===== config.mk =====
export PLATFORM = sky130hd
export DESIGN_NAME = counter_4b_predict
export DESIGN_NICKNAME = d
export VERILOG_FILES = /design/src/rtl/counter_4b_pkg.sv /design/src/rtl/counter_4b_predict.sv
export SDC_FILE = /design/constraint.sdc
export NUM_CORES = 1
export LEC_CHECK = 0
export BUFFER_PORTS_ARGS = -buffer_cell sky130_fd_sc_hd__buf_2
export CORE_AREA = 4 4 41 43
export DETAILED_ROUTE_END_ITERATION = 8
export DIE_AREA = 0 0 45 47
export PLACE_DENSITY = 0.51
export SETUP_SLACK_MARGIN = 0.3
export SYNTH_ARGS = -nofsm -noshare
export SYNTH_HDL_FRONTEND = slang
export SYNTH_SLANG_ARGS = --single-unit
export TNS_END_PERCENT = 5

===== constraint.sdc =====
create_clock -name vclk -period 1.6
set_clock_uncertainty 0.2 [all_clocks]
set_input_delay 0.32 -clock vclk [all_inputs]
set_output_delay 0.32 -clock vclk [all_outputs]
set_load 0.05 [all_outputs]

===== src/rtl/counter_4b_pkg.sv =====
// counter_4b_pkg: shared mode codes, checker state encoding and error-code bit positions
// Contents:
//   COUNT_UP/COUNT_DOWN/COUNT_3_DOWN/CHARGE  MODO encodings of the 4-mode counter
//   chk_state_t                              checker FSM states IDLE/TRACK/FAULT
//   ERR_{Q,RCO,LOAD}_BIT                     bit positions inside ERR_CODE
package counter_4b_pkg;
  localparam logic [1:0] COUNT_UP     = 2'b00;
  localparam logic [1:0] COUNT_DOWN   = 2'b01;
  localparam logic [1:0] COUNT_3_DOWN = 2'b10;
  localparam logic [1:0] CHARGE       = 2'b11;
  typedef enum logic [1:0] {IDLE = 2'd0, TRACK = 2'd1, FAULT = 2'd2} chk_state_t;
  localparam int ERR_Q_BIT    = 2;
  localparam int ERR_RCO_BIT  = 1;
  localparam int ERR_LOAD_BIT = 0;
endpackage


===== src/rtl/counter_4b_predict.sv =====
// counter_4b_predict: combinational next {Q,RCO,LOAD} of the 4-mode 4-bit counter
// Ports:
//   enable, modo, d  counter stimulus
//   q                current counter value
//   q_n, rco_n, load_n  values the counter registers on the next edge
module counter_4b_predict
  import counter_4b_pkg::*;
(
  input  logic       enable,
  input  logic [1:0] modo,
  input  logic [3:0] d,
  input  logic [3:0] q,
  output logic [3:0] q_n,
  output logic       rco_n,
  output logic       load_n
);
  always_comb begin
    q_n    = !enable ? 4'd0 : modo == COUNT_UP ? q + 4'd1 : modo == COUNT_DOWN ? q - 4'd1 :
             modo == COUNT_3_DOWN ? q - 4'd3 : d;
    rco_n  = enable && (modo == COUNT_UP ? q == 4'd14 : modo == COUNT_DOWN ? q == 4'd0 :
             modo == COUNT_3_DOWN ? q <= 4'd2 : 1'b0);
    load_n = enable && modo == CHARGE;
  end
endmodule


# Word-level counts from Yosys, hierarchy flattened
# Cells that the tools add are included.
[word_totals] mem_count=0 latchBits=0 word_cells=19 mem_bits_ro=0 mem_bits_rw=0 ff_bits=0
[op_classes] magnitude_cmp=1 mux=7 n_addsub=3 bitwise=0 n_div=0 n_mul=0 shift=0 n_eq_ne=4 reduce_logical=4
[op_table] cell="2-to-1 mux 4 bit" n=4
[op_table] cell="adder 4 x 1 -> 4 bit (second input constant)" n=1
[op_table] cell="equality test 2 bit (second input constant)" n=2
[op_table] cell="equality test 4 bit (second input constant)" n=1
[op_table] cell="less-or-equal comparator 4 x 2 -> 1 bit (second input constant)" n=1
[op_table] cell="zero test 4 bit" n=1
[op_table] cell="subtractor 4 x 1 -> 4 bit (second input constant)" n=1
[op_table] cell="subtractor 4 x 2 -> 4 bit (second input constant)" n=1
[op_table] cell="2-to-1 mux 1 bit" n=3
[op_table] cell="equality test 2 x 1 -> 1 bit (second input constant)" n=1
[op_table] cell="logical AND 1 bit" n=2
[op_table] cell="zero test 2 bit" n=1

# Logic depth before layout (Yosys ltp)
# Gate-level depths: netlist of the first run.
[logic_depth] depth_word=5 depth_mapped=6

# Worst setup path after synthesis of the first run
# Ideal clock, no wire load.
[synth_timing] kind="input port to output port" start="input q[0]" end="output q_n[2]" setup_slack_ps=-513 stages=6 t_arrival_ps=1593 path_buffers=0 cell_sequence="inv_1 > ha_1 > xnor2_1 > o21ai_0 > mux2i_1 > nor2b_1"
[synth_via] elab_chain_len=5 word_cells_on_any_way=7 classes_between="add/sub: 3; mux: 4"
[synth_lines] element="start, declared" line="counter_4b_predict.sv:12" source="input logic [3:0] q,"
[synth_lines] element="subtractor 4 x 2 -> 4 bit" line="counter_4b_predict.sv:19" source="modo == COUNT_3_DOWN ? q - 4'd3 : d;"
[synth_lines] element="2-to-1 mux 4 bit" line="counter_4b_predict.sv:19"
[synth_lines] element="2-to-1 mux 4 bit" line="counter_4b_predict.sv:18" source="q_n = !enable ? 4'd0 : modo == COUNT_UP ? q + 4'd1 : modo == COUNT_DOWN ? q - 4'd1 :"
[synth_lines] element="2-to-1 mux 4 bit * (2 in series)" line="counter_4b_predict.sv:18"
[synth_lines] element="end, declared" line="counter_4b_predict.sv:13" source="output logic [3:0] q_n,"
# Mark *: on every way between the ends. The rest lies on a longest branch, timed or not.

# Worst setup path after layout of the first run
[layout_timing] start="input q[0]" end="output q_n[3]"
# Same word-level chain as after synthesis.

==> results of run 1 <==
==> through the flow <==
step           power, mW  hold slack, ns  setup WS [ns]  setup TNS [ns]
2_1_floorplan     0.1232          0.5971       -0.06051         -0.2044
3_3_place_gp      0.1803          0.9015        -0.4140          -1.627
3_5_place_dp      0.1820          0.9056        -0.4437          -1.710
4_1_cts           0.2129          0.8549        -0.2883         -0.9971
5_1_grt           0.2359          0.8631        -0.2608          -1.007
6_report          0.2208          0.8297        -0.2197         -0.8497
==> placed cells by master, fill, tap and decap left out, types with 2 or more instances in the layout <==
cell	netlist	routed
a21oi_1	2	2
buf_6	2	7
nor2_2	0	2
o211ai_1	2	2
buf_2	1	7
ha_4	0	3
buf_8	0	3
xnor2_2	0	2
nand2_1	6	6
nor2_1	5	3
o21ai_1	1	2
buf_4	1	12
==> timing repair <==
| item | CTS | global route |
|---|---|---|
| gates cloned | 0 | 0 |
| pin swaps | 4 | 3 |
| hold buffers | 0 | 0 |
| gates resized for setup | 26 | 12 |
| endpoints found under the setup margin | 6 | 6 |
==> cells in the mapped netlist (all sizes together) <==
cell	instances	area [um2]
o21ai	3	15.01
and3b	1	8.760
nor2	5	18.77
nand4b	1	8.760
o211ai	2	15.01
xor2	1	8.760
nor2b	2	15.02
and3	2	12.51
o41ai	1	16.27
a31oi	1	6.260
a21oi	2	10.01
nand2	6	22.52
buf	4	35.03
inv	3	11.26
o211a	2	20.02
mux2i	1	10.01
xnor2	3	26.28
nand4	1	6.260
ha	4	50.05
o311a	1	10.01
and4	1	8.760
nand2b	1	6.260
==> metal layers <==
metal | wire length, um | GRT usage | up-vias
li1 | - | - | 223
met1 | 423 | 0.1242 | 185
met2 | 467 | 0.1667 | 10
met3 | 64 | 0.007663 | 0
met4 | 0 | 0.005848 | 0
met5 | 0 | 0 | -
==> power by group through the flow <==
stage / registers (mW) / logic (mW) / clock network (mW)
finish: 0 / 0.221 / 0
global route: 0 / 0.236 / 0
CTS: 0 / 0.213 / 0
detailed placement: 0 / 0.182 / 0
global placement: 0 / 0.180 / 0
floorplan: 0 / 0.123 / 0
==> final cells by class <==
class / count / area, um2 / share of cell area
inverters: 3 / 21.27 / 0.03063
multi-input cells: 41 / 385.4 / 0.5550
well taps: 15 / 18.77 / 0.02703
repair buffers: 30 / 269.0 / 0.3874
==> critical path, delay by kind of cell <==
| family | cells | cell delay [ns] |
|---|---|---|
| compound gates | 2 | 0.22 |
| simple gates | 2 | 0.35 |
| buf+inv | 3 | 0.40 |
==> path summary, 6_finish.rpt <==
path              from  endpoint  cells after the start
setup / recovery  q[0]    q_n[3]                      7
hold / removal    d[0]    q_n[0]                      3
==> cells by family after synthesis <==
| group | count (synthesis) | synth area share |
|---|---|---|
| AND/OR/NAND/NOR | 20 | 0.3151 |
| buffers and inverters | 7 | 0.1355 |
| AO/OA/AOI/OAI | 12 | 0.2711 |
| multiplexers | 1 | 0.02931 |
| XOR/XNOR | 4 | 0.1026 |
| adder cells (fa/ha/maj) | 4 | 0.1465 |
==> parameters.txt, run 1 <==
Parameter                              Value

Setup path
  Worst path cell trace    buf_12 -> buf_4 -> nor2_2 -> a21oi_1 -> o211ai_1 -> and4_2 -> buf_6
  Data required time at the worst endpoint    1.08 ns
  Kind of launch point of the worst setup path    input port
  Crit end category    output port
  Worst-path fanout max    5
  Delay of the slowest cell on the worst path    0.23 ns
  Data arrival time of the critical path    1.30 ns
  Cell at the slowest stage of the critical path    and4_2
  Startpoint-to-endpoint class of the critical path    in2out

Power
  Part of the total power dissipated in combinational logic    1.000
  Switching power summed over all nets    0.1113 mW
  Power density over the cells    317.9 mW/mm2
  Reg power frac    0
  Relative contribution of the clock network to total power    0
  Switching share of total power    0.5041
  Internal power    0.1095 mW
  IR drop worst, VDD    0.0001426 V
  Static Leak    0.3231 nW

Finish
  Design area    694.4 um2
  Antenna Cells    0
  # clk buffers    0
  Storage cell area    0 um2
  Final sequential cell count    0
  Total number of nets in the final design    91
  Final core occ    0.5337
  Count of non-filler cells in the finished layout    89
  Layout cells sized above 1    0.6216
  Post-synthesis to final-layout area growth    103.3%
  Layout filler cell count    134

Timing
  Max-slew violations    0
  Final setup fails    4
  Final critical delay including setup and external delays    1.820 ns
  Slew Limit Headroom    0.8021
  Maximum operating frequency    549.5 MHz
  Number of hold violations in the final report    0
  Tcrit/Tclk final    1.137
  Post-layout worst setup margin    -0.2197 ns
  Setup repair after global routing missed its margin    yes
  Worst-Margin Slew    0.2936 ns

Clock network
  Total setup buffers inserted after CTS    0

Global routing
  Total global routing overflow    0
  Wire length of the first global-routing pass    1552 um
  Pin count of the biggest net entering global routing    10
  Number of global-route vias before repair    386
  Initial antenna violation count    0
  Total GRT Usage    0.09220

Yosys
  Number of instances in the synthesized netlist    48
  Number of unique standard cell types used by synthesis    26
  Synthesized area per cell    7.116 um2
  Yosys synthesis warning count    0
  Sequential cell area fraction in the yosys report    0
  Netlist area before placement    341.6 um2
  Synth Net Count    63

Routing
  Detailed-router iteration count before antenna repair    2
  Initial drt markers    5
  Vias per cell    4.697
  Routed WL per cell    10.73 um
  Antenna-violating nets left    0
  Post-detailed-route DRC marker count    0
  Post-detailed-routing wire length    955 um
  Routed vias    418

Place
  Port Buffer Count    17
  Placed cell count    89
  Placed cell area    568.0 um2
  Global placement routability congestion    0.7310
  Post-DP HPWL    784.3 um

Floorplanning
  Die span in y    47 um
  Die Span X    45 um
  I/O pins    17
  Area of the core    0.001301 mm2
  Effective utilization at floorplan    0.2625
  Total die area    0.002115 mm2
  Std cell rows    13

Status
  Violated checks    setup timing
  Result of the run    finished, violations left

Hold path
  Hold/Removal Path Class    in2out

Flow run
  Number of violations of the max-capacitance limit    0
Note: power is estimated with default switching activity, not from simulation.
==> run 2: changes to the inputs <==
Clock period 1.6 ns to 2 ns, I/O delays scaled along.
==> run 2 against run 1 <==
Count of clock-buffer cells in the layout stayed put. Sequential cell count stayed put. Utilization is 3.6 points higher. Wire length is 11% higher. Sequential share of layout area stayed put. The run now ends clean. Worst hold slack better by 0.17 ns. Non-clock buffer count is 2 higher. Setup slack better by 0.24 ns. Cell count is 2.2% higher. Total power is 13% lower. Via count is 5.5% higher.
==> parameters.txt, run 2 (synthesized netlist as in run 1, its figures left out) <==
Parameter                              Value

Timing
  Worst-Margin Slew    0.2887 ns (was 0.2936 ns)
  Max-slew violations    0 (unchanged)
  Setup repair after global routing missed its margin    yes (unchanged)
  Maximum operating frequency    505.3 MHz
  Final setup fails    0 (was 4)
  Number of hold violations in the final report    0 (unchanged)
  Setup tns final    0 ns (was -0.8497 ns)
  Final worst hold slack    0.9972 ns (was 0.8297 ns)
  Final critical delay including setup and external delays    1.979 ns
  Slew Limit Headroom    0.8054 (was 0.8021)
  Tcrit/Tclk final    0.9894

Finish
  Count of non-filler cells in the finished layout    91 (was 89)
  Antenna Cells    0 (unchanged)
  Storage cell area    0 um2 (unchanged)
  Area occupied by multi-input gates    402.9 um2 (was 385.4 um2)
  Post-synthesis to final-layout area growth    116.8% (was 103.3%)
  Final sequential cell count    0 (unchanged)
  # clk buffers    0 (unchanged)
  Layout filler cell count    130 (was 134)
  Total number of nets in the final design    93 (was 91)
  Commonest non-fill, non-tap cell in the layout    buf_4 (unchanged)
  Final core occ    0.5692 (was 0.5337)
  Commonest cells after routing, fill and taps aside    buf_4, buf_2, nand2_1 (was buf_4, buf_2, buf_6, nand2_1)
  Layout cells sized above 1    0.6447 (was 0.6216)

Place
  Placed cell count    90 (was 89)
  Global placement routability congestion    0.7191 (was 0.7310)
  Port Buffer Count    17 (unchanged)
  Post-DP HPWL    817.1 um (was 784.3 um)

Routing
  Detailed-router iteration count before antenna repair    1 (was 2)
  Initial drt markers    0 (was 5)
  Post-detailed-route DRC marker count    0 (unchanged)
  Post-detailed-routing wire length    1064 um (was 955 um)
  Antenna-violating nets left    0 (unchanged)
  Routed WL per cell    11.69 um (was 10.73 um)
  Vias per cell    4.846 (was 4.697)
  Routed vias    441 (was 418)

Floorplanning
  Std cell rows    13 (unchanged)
  Die Span X    45 um (unchanged)
  Area of the core    0.001301 mm2 (unchanged)
  Die span in y    47 um (unchanged)
  Effective utilization at floorplan    0.2625 (unchanged)
  I/O pins    17 (unchanged)
  Total die area    0.002115 mm2 (unchanged)

Flow run
  Number of violations of the max-capacitance limit    0 (unchanged)

Setup path
  Cell at the slowest stage of the critical path    and4_4 (was and4_2)
  Startpoint-to-endpoint class of the critical path    in2out (unchanged)
  Count of buffer and inverter cells on the critical path    3 (unchanged)
  Data arrival time of the critical path    1.38 ns (was 1.30 ns)
  Kind of launch point of the worst setup path    input port (unchanged)
  Delay of the slowest cell on the worst path    0.25 ns (was 0.23 ns)
  Kind of cell adding the most delay to the critical path    buffers and inverters (unchanged)
  Crit end category    output port (unchanged)
  Worst-path fanout max    5 (unchanged)
  Data required time at the worst endpoint    1.40 ns (was 1.08 ns)
  Worst path cell trace    buf_12 -> buf_4 -> nor2_4 -> a21oi_2 -> o211ai_1 -> and4_4 -> buf_8 (was buf_12 -> buf_4 -> nor2_2 -> a21oi_1 -> o211ai_1 -> and4_2 -> buf_6)

Global routing
  Initial antenna violation count    0 (unchanged)
  Pin count of the biggest net entering global routing    10 (unchanged)
  Total global routing overflow    0 (unchanged)
  Total GRT Usage    0.09614 (was 0.09220)
  Wire length of the first global-routing pass    1593 um (was 1552 um)
  Number of global-route vias before repair    376 (was 386)

Hold path
  Hold/Removal Path Class    in2out (unchanged)

Clock network
  Hold-fix buffers, CTS    0 (unchanged)

Status
  Result of the run    finished clean (was finished, violations left)

Power
  IR drop worst, VDD    0.0001296 V (was 0.0001426 V)
  Power density over the cells    258.0 mW/mm2 (was 317.9 mW/mm2)
  Static Leak    0.3416 nW (was 0.3231 nW)
[run 2: final timing paths]
kind                  start      to  slack [ns]  cells after the start
worst max-delay path   q[0]  q_n[3]        0.02                      7
worst min-delay path   d[0]  q_n[0]         1.0                      3
[run 2: metal layers]
layer  global-route usage  part of all wire  up-vias
met3                    0             0.043        0
li1                     -                 -      228
met5                    0                 0        -
met1               0.1309              0.42      203
met2               0.1808              0.53       10
met4                    0                 0        0
[run 2: area by class of cell]
| cell class | count | share of cell area |
|---|---|---|
| repair buffers | 32 | 0.3953 |
| well taps | 15 | 0.02534 |
| inverters | 3 | 0.03547 |
| multi-input cells | 41 | 0.5439 |
[run 2: power breakdown]
group          switching (mW)  internal [mW]  total, mW
logic                  0.0943         0.0968      0.191
clock network               0              0          0
registers                   0              0          0
total                  0.0943         0.0968      0.191
[run 2: timing repair]
item                       4_1_cts  5_1_grt
setup endpoints to repair        6        6
pin swaps                        5        7
gates resized for setup         25       21
cloned                           0        0
buffers inserted                 0        1
[run 2: metrics by stage]
stage | power (mW) | worst slack (ns) | area, um2
final | 0.1911 | 0.02117 | 740.7
after detailed placement | 0.1479 | -0.1943 | 575.6
after global routing | 0.2040 | -0.03211 | 740.7
after floorplan | 0.09853 | 0.1795 | 401.6
after CTS | 0.1719 | -0.03092 | 663.1
after global placement | 0.1455 | -0.1754 | 575.6
